### src/rtl/msk_rnd_pkg.sv
// Shared constants and types for the masking randomness source.
package msk_rnd_pkg;

  // LFSR geometry and feedback taps
  localparam int LFSR_W = 128;
  localparam int TAP_A  = 127;
  localparam int TAP_B  = 6;
  localparam int TAP_C  = 1;
  localparam int TAP_D  = 0;

  // Seed interface: the LFSR is filled with four 32-bit words
  localparam int SEED_W     = 32;
  localparam int SEED_BEATS = LFSR_W / SEED_W;

  typedef enum logic [1:0] {
    IDLE,
    LOAD,
    WARMUP,
    RUN
  } state_t;

endpackage

### src/rtl/msk_lfsr_step.sv
// Combinational N_RND-step advance of the 128-bit fresh-randomness LFSR.
// Kept standalone so gadget-level models can reuse the exact same function.
module msk_lfsr_step
  import msk_rnd_pkg::*;
#(
  parameter int N_RND = 8
) (
  input  logic [LFSR_W-1:0] s_in,
  output logic [LFSR_W-1:0] s_out
);

  // Unroll N_RND single-bit shifts, each feeding back the XOR of the four taps
  always_comb begin
    s_out = s_in;
    for (int i = 0; i < N_RND; i++) begin
      s_out = {s_out[LFSR_W-2:0],
               s_out[TAP_A] ^ s_out[TAP_B] ^ s_out[TAP_C] ^ s_out[TAP_D]};
    end
  end

endmodule

### src/rtl/msk_rnd_src.sv
// Fresh-randomness source for masked gadgets: seeded LFSR with a four-beat
// seed load, a fixed warm-up run, and a valid/ready advance interface.
module msk_rnd_src
  import msk_rnd_pkg::*;
#(
  parameter int N_RND  = 8,
  parameter int WARMUP = 128
) (
  input  logic             clk,
  input  logic             rst_n,
  input  logic             seed_start,
  input  logic             seed_valid,
  input  logic [31:0]      seed_data,
  output logic             seed_ready,
  input  logic             rnd_ready,
  output logic [N_RND-1:0] rnd,
  output logic             rnd_valid
);

  // Last warm counter value before release; unused when WARMUP is 0
  localparam logic [7:0] WARM_LAST = (WARMUP > 0) ? 8'(WARMUP - 1) : 8'd0;
  localparam logic [1:0] BEAT_LAST = 2'(SEED_BEATS - 1);

  state_t              state;
  state_t              state_nxt;
  logic [LFSR_W-1:0]   lfsr;
  logic [LFSR_W-1:0]   lfsr_adv;
  logic [LFSR_W-1:0]   lfsr_loaded;
  logic [1:0]          beat;
  logic [7:0]          warm;
  logic                beat_last;

  assign beat_last = (beat == BEAT_LAST);

  msk_lfsr_step #(
    .N_RND (N_RND)
  ) u_step (
    .s_in  (lfsr),
    .s_out (lfsr_adv)
  );

  // Merge the incoming seed word into its slot; an all-zero final image gets bit 0 forced
  always_comb begin
    lfsr_loaded = lfsr;
    lfsr_loaded[SEED_W*beat +: SEED_W] = seed_data;
    if (beat_last && (lfsr_loaded == '0)) begin
      lfsr_loaded[0] = 1'b1;
    end
  end

  // State register
  always_ff @(posedge clk or negedge rst_n) begin
    if (!rst_n) begin
      state <= IDLE;
    end else begin
      state <= state_nxt;
    end
  end

  // Next-state logic; a reseed request overrides everything else
  always_comb begin
    state_nxt = state;
    if (seed_start) begin
      state_nxt = LOAD;
    end else begin
      case (state)
        IDLE: state_nxt = IDLE;
        LOAD: begin
          if (seed_valid && beat_last) begin
            state_nxt = (WARMUP == 0) ? RUN : msk_rnd_pkg::WARMUP;
          end
        end
        msk_rnd_pkg::WARMUP: begin
          if (warm == WARM_LAST) begin
            state_nxt = RUN;
          end
        end
        RUN:     state_nxt = RUN;
        default: state_nxt = IDLE;
      endcase
    end
  end

  // LFSR contents and the beat / warm-up counters
  always_ff @(posedge clk or negedge rst_n) begin
    if (!rst_n) begin
      lfsr <= '0;
      beat <= '0;
      warm <= '0;
    end else if (seed_start) begin
      beat <= '0;
      warm <= '0;
    end else begin
      case (state)
        LOAD: begin
          if (seed_valid) begin
            lfsr <= lfsr_loaded;
            beat <= beat + 2'd1;
            warm <= '0;
          end
        end
        msk_rnd_pkg::WARMUP: begin
          lfsr <= lfsr_adv;
          warm <= warm + 8'd1;
        end
        RUN: begin
          if (rnd_ready) begin
            lfsr <= lfsr_adv;
          end
        end
        default: begin
        end
      endcase
    end
  end

  // Outputs depend only on registered state, so no input reaches them combinationally
  always_comb begin
    seed_ready = (state == LOAD);
    rnd_valid  = (state == RUN);
    rnd        = '0;
    if (state == RUN) begin
      rnd = lfsr[N_RND-1:0];
    end
  end

endmodule
### config.mk
export PLATFORM = sky130hd
export DESIGN_NAME = msk_rnd_src
export DESIGN_NICKNAME = d
export VERILOG_FILES = /design/src/rtl/msk_rnd_pkg.sv /design/src/rtl/msk_lfsr_step.sv /design/src/rtl/msk_rnd_src.sv
export SDC_FILE = /design/constraint.sdc
export NUM_CORES = 1
export LEC_CHECK = 0
export CORE_ASPECT_RATIO = 1.25
export CORE_MARGIN = 2
export CORE_UTILIZATION = 61
export DETAILED_ROUTE_END_ITERATION = 12
export PLACE_DENSITY = 0.91
export SLEW_MARGIN = 20
export SYNTH_ARGS = -nofsm -noshare
export SYNTH_HDL_FRONTEND = slang
export SYNTH_HIERARCHICAL = 1
export SYNTH_SLANG_ARGS = --single-unit
### constraint.sdc
create_clock -name clk -period 3 [get_ports clk]
set_input_delay 0.6 -clock clk [delete_from_list [all_inputs] [get_ports clk]]
set_output_delay 0.6 -clock clk [all_outputs]
set_load 0.03 [all_outputs]
# After elaboration in Yosys (flattened, before gate mapping)
# Index checks and enable logic that the tools add are counted.
# word_totals
regBits	140
latch_bits	0
ramBits	0
romBits	0
in_bits	37
output_inout_bits	10
word_cells	72
mem_count	0
# classes
addsub	3
mul	0
n_div	0
order_cmp	0
eq_ne	10
shift	2
muxes	16
n_bitwise	25
reduce_logical	12
# op_table
op	n
$pmux W128 S3	1
$mux W128	2
$bwmux W128	1
$logic_not A128 Y1	1
$shift A32 B34 Y128 const A	1
$shiftx A32 B34 Y128	1
$neg A7 Y34	1
$mux W8	3
$xor A1 B1 Y1	24
$pmux W8 S2	1
$mux W2	6
$add A8 B1 Y8 const B	1
$eq A8 B7 Y1 const B	1
$pmux W2 S4	1
$eq A2 B2 Y1 const B	3
$ne A3 B3 Y1 const B	2
$reduce_and A2 Y1	3
$reduce_bool A3 Y1	2
$ne A2 B2 Y1 const B	2
$reduce_and A4 Y1	1
$reduce_bool A2 Y1	2
$ne A3 B2 Y1 const B	1
$add A2 B1 Y2 const B	1
$eq A2 B1 Y1 const B	1
4 further kinds	5

# Longest topological paths before layout
# logic_depth
depth_word	12
mapped_depth	10
mapped_depth_nobuf	8

# Modules after synthesis
# The synthesis kept the hierarchy.
# by_module_without_submodules
mod	n_inst	cells_per_inst	area_per_inst_um2	seq_area_each_um2
msk_rnd_src	1	885	7880.1	3503.4
msk_lfsr_step	1	140	1148.6	0.0

# Worst setup path before layout
# No wires, ideal clock.
# synth_timing
path_kind	register to register
from	register lfsr[0]
to	register lfsr[0]
setup_ns	0.078
arrival_ns	2.409
required_ns	2.922
setup_slack_ns	0.513
path_stages_with_launch	9
n_path_buf	0
synth_period_minus_slack_ns	2.487
cell_sequence	dfrtp_1 -> xnor3_1 -> xnor2_2 -> xor2_1 -> o21ai_0 -> nor4_1 -> nand3_1 -> or4_1 -> o21bai_1
# synth_between
elab_chain_cells	10
elab_cells_between_ends	24
cone_classes	5 x mux; 17 x bitwise; 2 x reduce/logical
# synth_lines
item	line	text
start, declared	msk_rnd_src.sv:26	logic [LFSR_W-1:0] lfsr;
start signal, assigned	msk_rnd_src.sv:97	lfsr <= lfsr_loaded;
start signal, assigned	msk_rnd_src.sv:103	lfsr <= lfsr_adv;
start signal, assigned	msk_rnd_src.sv:108	lfsr <= lfsr_adv;
$xor A1 B1 Y1 (7 in series)	msk_lfsr_step.sv:17	s_out[TAP_A] ^ s_out[TAP_B] ^ s_out[TAP_C] ^ s_out[TAP_D]};
$xor A1 B1 Y1 *	msk_lfsr_step.sv:17	
named net lfsr_adv[0]	msk_rnd_src.sv:27	logic [LFSR_W-1:0] lfsr_adv;
$mux W128	msk_rnd_src.sv:107	if (rnd_ready) begin
$pmux W128 S3 *	msk_rnd_src.sv:94	case (state)
# Mark *: on every way through the listed nets, which the timed path passes. The rest lies on a longest branch. The select of a mux whose other input is x is not followed.
# A chain may end at the register's enable or synchronous reset.

# Worst setup path after layout
# layout_timing
from	register state[1]
to	output rnd[5]
# layout_between
elab_chain_cells	2
# layout_lines
item	line	text
start, declared	msk_rnd_src.sv:24	state_t state;
start signal, assigned	msk_rnd_src.sv:56	state <= state_nxt;
$eq A2 B2 Y1	msk_rnd_src.sv:122	if (state == RUN) begin
$mux W8	msk_rnd_src.sv:122	
end, declared	msk_rnd_src.sv:16	output logic [N_RND-1:0] rnd,
# No other way between the ends.

==> summary.txt <==
GRT Util Overall: 37.3%
Unrepaired setup endpoints after global routing: false
Mean routed wirelength per cell: 25.7 µm
Number of different library cells in the post-synthesis netlist: 49
Post-cts gate resize count: 0
Overflow left after global routing: 0
Min Tclk post-route: 2910 ps
Effective utilization at floorplan: 62.7%
Fraction of the cycle the final worst path needs: 96.9%
Synth Area per Inst: 8.81 µm²
Die X-Extent: 113 µm
Num Clock Sinks: 140
Fraction of layout instances using a drive strength above 1: 11.4%
Number of global-route vias before repair: 7760
Detailed-router iteration count before antenna repair: 9
Flop and latch count out of synthesis: 140
Synth warnings: 6
Core Rows: 49
Final Util: 67.4%
Highest fanout seen on the critical path: 60
CP Capture Type: primary output
Diodes inserted: 0
Buffer levels on the longest clock path: 2
Number of levels the H-tree was split into: 4
Global-route wire length before repair: 45400 µm
Number of I/O port buffers: 46
Die Span Y: 140 µm
Number of antenna violations at the first check in global routing: 0
Top-Level Pins: 47
Tightest Pin Transition: 1020 ps
Count of nets after finishing: 1002
Overall die area: 15800 µm²
Startpoint class of the critical path: flop
Cells after Synth: 1025
Primary flip-flop cell chosen by synthesis mapping: sky130_fd_sc_hd__dfrtp_1
Pin count of the biggest net entering global routing: 80
Clock tree from TritonCTS: yes
DR vias: 8280
Routability congestion estimate from global placement: 1.03
Seq/Total Area, Yosys: 38.8%
Worst path required time: 2400 ps
Total setup buffers inserted after CTS: 0
Maximum vdd drop: 0.597 mV
Placeable core region: 14400 µm²
Clock transition at the registers of the reported paths: 60 ps
Sum of negative setup slack: 0 ps
Data arrival, critical path: 2310 ps
Count of max-cap constraint violations: 0
Final Max Slew Viols: 0
Number of enable flip-flop cells after synthesis: 0
Final wirelength: 29500 µm
# hold bufs at CTS: 0
Post-DP HPWL: 19100 µm
Clock latency on the worst-skew pair: 420 ps
Fraction of registers with async set/reset: 100%
Clock root buffer: sky130_fd_sc_hd__clkbuf_16
Routed vias/inst: 7.21
Relative area change from synthesis to final layout: 7.54%
FMAX: 344 MHz
P_leak: 3.57 nW
Critical path class: flop to primary output
Hold Vio Cnt, Final: 0
Normalized max-slew margin: 31.0%
Iteration-0 DRC count of the detailed router: 1325
Class of the worst hold path: input port to async pin
Largest clock skew in the final design: 9.64 ps
Syn nets: 1069
Power density over the cells: 735 nW/µm²
Cts bufs inserted: 17
Post-route DRC violation count: 0
Remaining antenna violation count after routing: 0
Status: finished clean
Cell area after technology mapping: 9030 µm²
Final-report setup violation count: 0
-- stage by stage --
stage	hold slack [ps]	cell area [µm²]	setup slack, ps	cells	total power [mW]
2_1_floorplan	304	9030	513	1025	4.50
3_3_place_gp	519	9100	14.0	1117	4.75
3_5_place_dp	535	9100	8.09	1117	4.84
4_1_cts	225	9710	103	1149	7.06
5_1_grt	243	9710	9.52	1149	7.42
6_report	198	9710	94.3	1149	7.13
-- synth_stat cells, types with 2 or more instances --
cell type | n | area [µm²]
sky130_fd_sc_hd__xnor3_1 | 3 | 67.6
sky130_fd_sc_hd__inv_1 | 5 | 18.8
sky130_fd_sc_hd__clkbuf_1 | 76 | 285
sky130_fd_sc_hd__nand3_1 | 6 | 30.0
sky130_fd_sc_hd__buf_4 | 120 | 901
sky130_fd_sc_hd__nor4bb_1 | 2 | 20.0
sky130_fd_sc_hd__xnor2_1 | 13 | 114
sky130_fd_sc_hd__or3_1 | 2 | 12.5
sky130_fd_sc_hd__ha_1 | 7 | 87.6
sky130_fd_sc_hd__a22o_1 | 2 | 17.5
sky130_fd_sc_hd__xor2_1 | 7 | 61.3
sky130_fd_sc_hd__or4_1 | 9 | 67.6
sky130_fd_sc_hd__nand2b_1 | 3 | 18.8
sky130_fd_sc_hd__a22oi_1 | 157 | 1180
sky130_fd_sc_hd__nor2_1 | 23 | 86.3
sky130_fd_sc_hd__o22ai_1 | 2 | 12.5
sky130_fd_sc_hd__and3_1 | 11 | 68.8
sky130_fd_sc_hd__nor2b_1 | 102 | 638
sky130_fd_sc_hd__nor4_1 | 35 | 219
sky130_fd_sc_hd__o21ai_0 | 134 | 671
sky130_fd_sc_hd__buf_2 | 2 | 10.0
sky130_fd_sc_hd__a21o_1 | 2 | 15.0
sky130_fd_sc_hd__o21bai_1 | 2 | 15.0
sky130_fd_sc_hd__nor3_1 | 13 | 65.1
sky130_fd_sc_hd__a21oi_1 | 110 | 551
sky130_fd_sc_hd__o221ai_1 | 2 | 17.5
sky130_fd_sc_hd__a41oi_1 | 5 | 43.8
sky130_fd_sc_hd__clkbuf_2 | 2 | 10.0
sky130_fd_sc_hd__nand4_1 | 2 | 12.5
sky130_fd_sc_hd__nand2_1 | 8 | 30.0
sky130_fd_sc_hd__dfrtp_1 | 140 | 3500
-- layout by cell type, fill, tap and decap left out, types with 3 or more instances in the layout --
cell type                         instances
sky130_fd_sc_hd__clkbuf_1                 3
sky130_fd_sc_hd__nand2_1                  8
sky130_fd_sc_hd__xnor3_1                  3
sky130_fd_sc_hd__a21oi_1                110
sky130_fd_sc_hd__xor2_1                   7
sky130_fd_sc_hd__dfrtp_1                139
sky130_fd_sc_hd__clkinv_4                 3
sky130_fd_sc_hd__clkdlybuf4s50_1         45
sky130_fd_sc_hd__nand3_1                  6
sky130_fd_sc_hd__nor4_1                  35
sky130_fd_sc_hd__and3_1                  11
sky130_fd_sc_hd__ha_1                     7
sky130_fd_sc_hd__o21ai_0                134
sky130_fd_sc_hd__clkbuf_16               17
sky130_fd_sc_hd__buf_4                   63
sky130_fd_sc_hd__xnor2_1                 13
sky130_fd_sc_hd__nor2b_1                101
sky130_fd_sc_hd__nand2b_1                 3
sky130_fd_sc_hd__nor3_1                  12
sky130_fd_sc_hd__buf_12                   5
sky130_fd_sc_hd__a41oi_1                  5
sky130_fd_sc_hd__inv_1                    5
sky130_fd_sc_hd__bufinv_16                3
sky130_fd_sc_hd__or4_1                    9
sky130_fd_sc_hd__a22oi_1                157
sky130_fd_sc_hd__nor2_1                  21
-- worst paths after layout --
| check | start | end | cells past startpoint | slack [ps] |
|---|---|---|---|---|
| worst max-delay path | state[1]$_DFFE_PN0P_ | rnd[5] | 3 | 90 |
| worst max register to register | lfsr[0]$_DFFE_PN0P_ | lfsr[0]$_DFFE_PN0P_ | 8 | 180 |
| worst min-delay path | rst_n | lfsr[124]$_DFFE_PN0P_ | 1 | 200 |
| max in group asynchronous | rst_n | lfsr[32]$_DFFE_PN0P_ | 2 | 1930 |
| worst min register to register | warm[5]$_DFFE_PN0P_ | warm[5]$_DFFE_PN0P_ | 2 | 540 |
| min in group clk | warm[5]$_DFFE_PN0P_ | warm[5]$_DFFE_PN0P_ | 2 | 540 |
-- sequential cells by signal, summed over array words and instances, names as in the netlist --
name,cells
lfsr,128
beat,2
warm,8
state,2
-- area by class of cell --
| cell class | instances | area (µm²) |
|---|---|---|
| clock buffers | 22 | 464 |
| clock inverters | 10 | 141 |
| fillers | 1082 | 4700 |
| inverters | 5 | 18.8 |
| multi-input cells | 680 | 4320 |
| flip-flops and latches | 140 | 3510 |
| well taps | 178 | 223 |
| repair buffers | 114 | 1030 |
-- per-layer routing --
metal | GRT usage, % | vias to the layer above | wire length, µm
li1 | - | 3528 | -
met1 | 47.6 | 3941 | 10300
met2 | 55.3 | 628 | 13000
met3 | 10.3 | 183 | 3640
met4 | 24.7 | 0 | 2580
met5 | 0 | - | 0
-- critical path: stages (launching register included) --
cell                              delay [ps]
sky130_fd_sc_hd__dfrtp_4                 480
sky130_fd_sc_hd__buf_4                   470
sky130_fd_sc_hd__and3_1                  250
sky130_fd_sc_hd__clkdlybuf4s50_1         680
-- report_power, final --
part / internal [mW] / switching, mW
logic: 1.10 / 1.17
registers: 2.22 / 0.464
clock network: 1.35 / 0.837
-- kinds of logic after synthesis --
kind of cell	after synthesis	share of synthesized area [%]
adder cells (fa/ha/maj)	7	0.970
XOR/XNOR	26	3.33
buffers and inverters	205	13.6
AO/OA/AOI/OAI	423	28.6
AND/OR/NAND/NOR	224	14.8
flip-flops	140	38.8
Power figures use the tool's default switching activity.
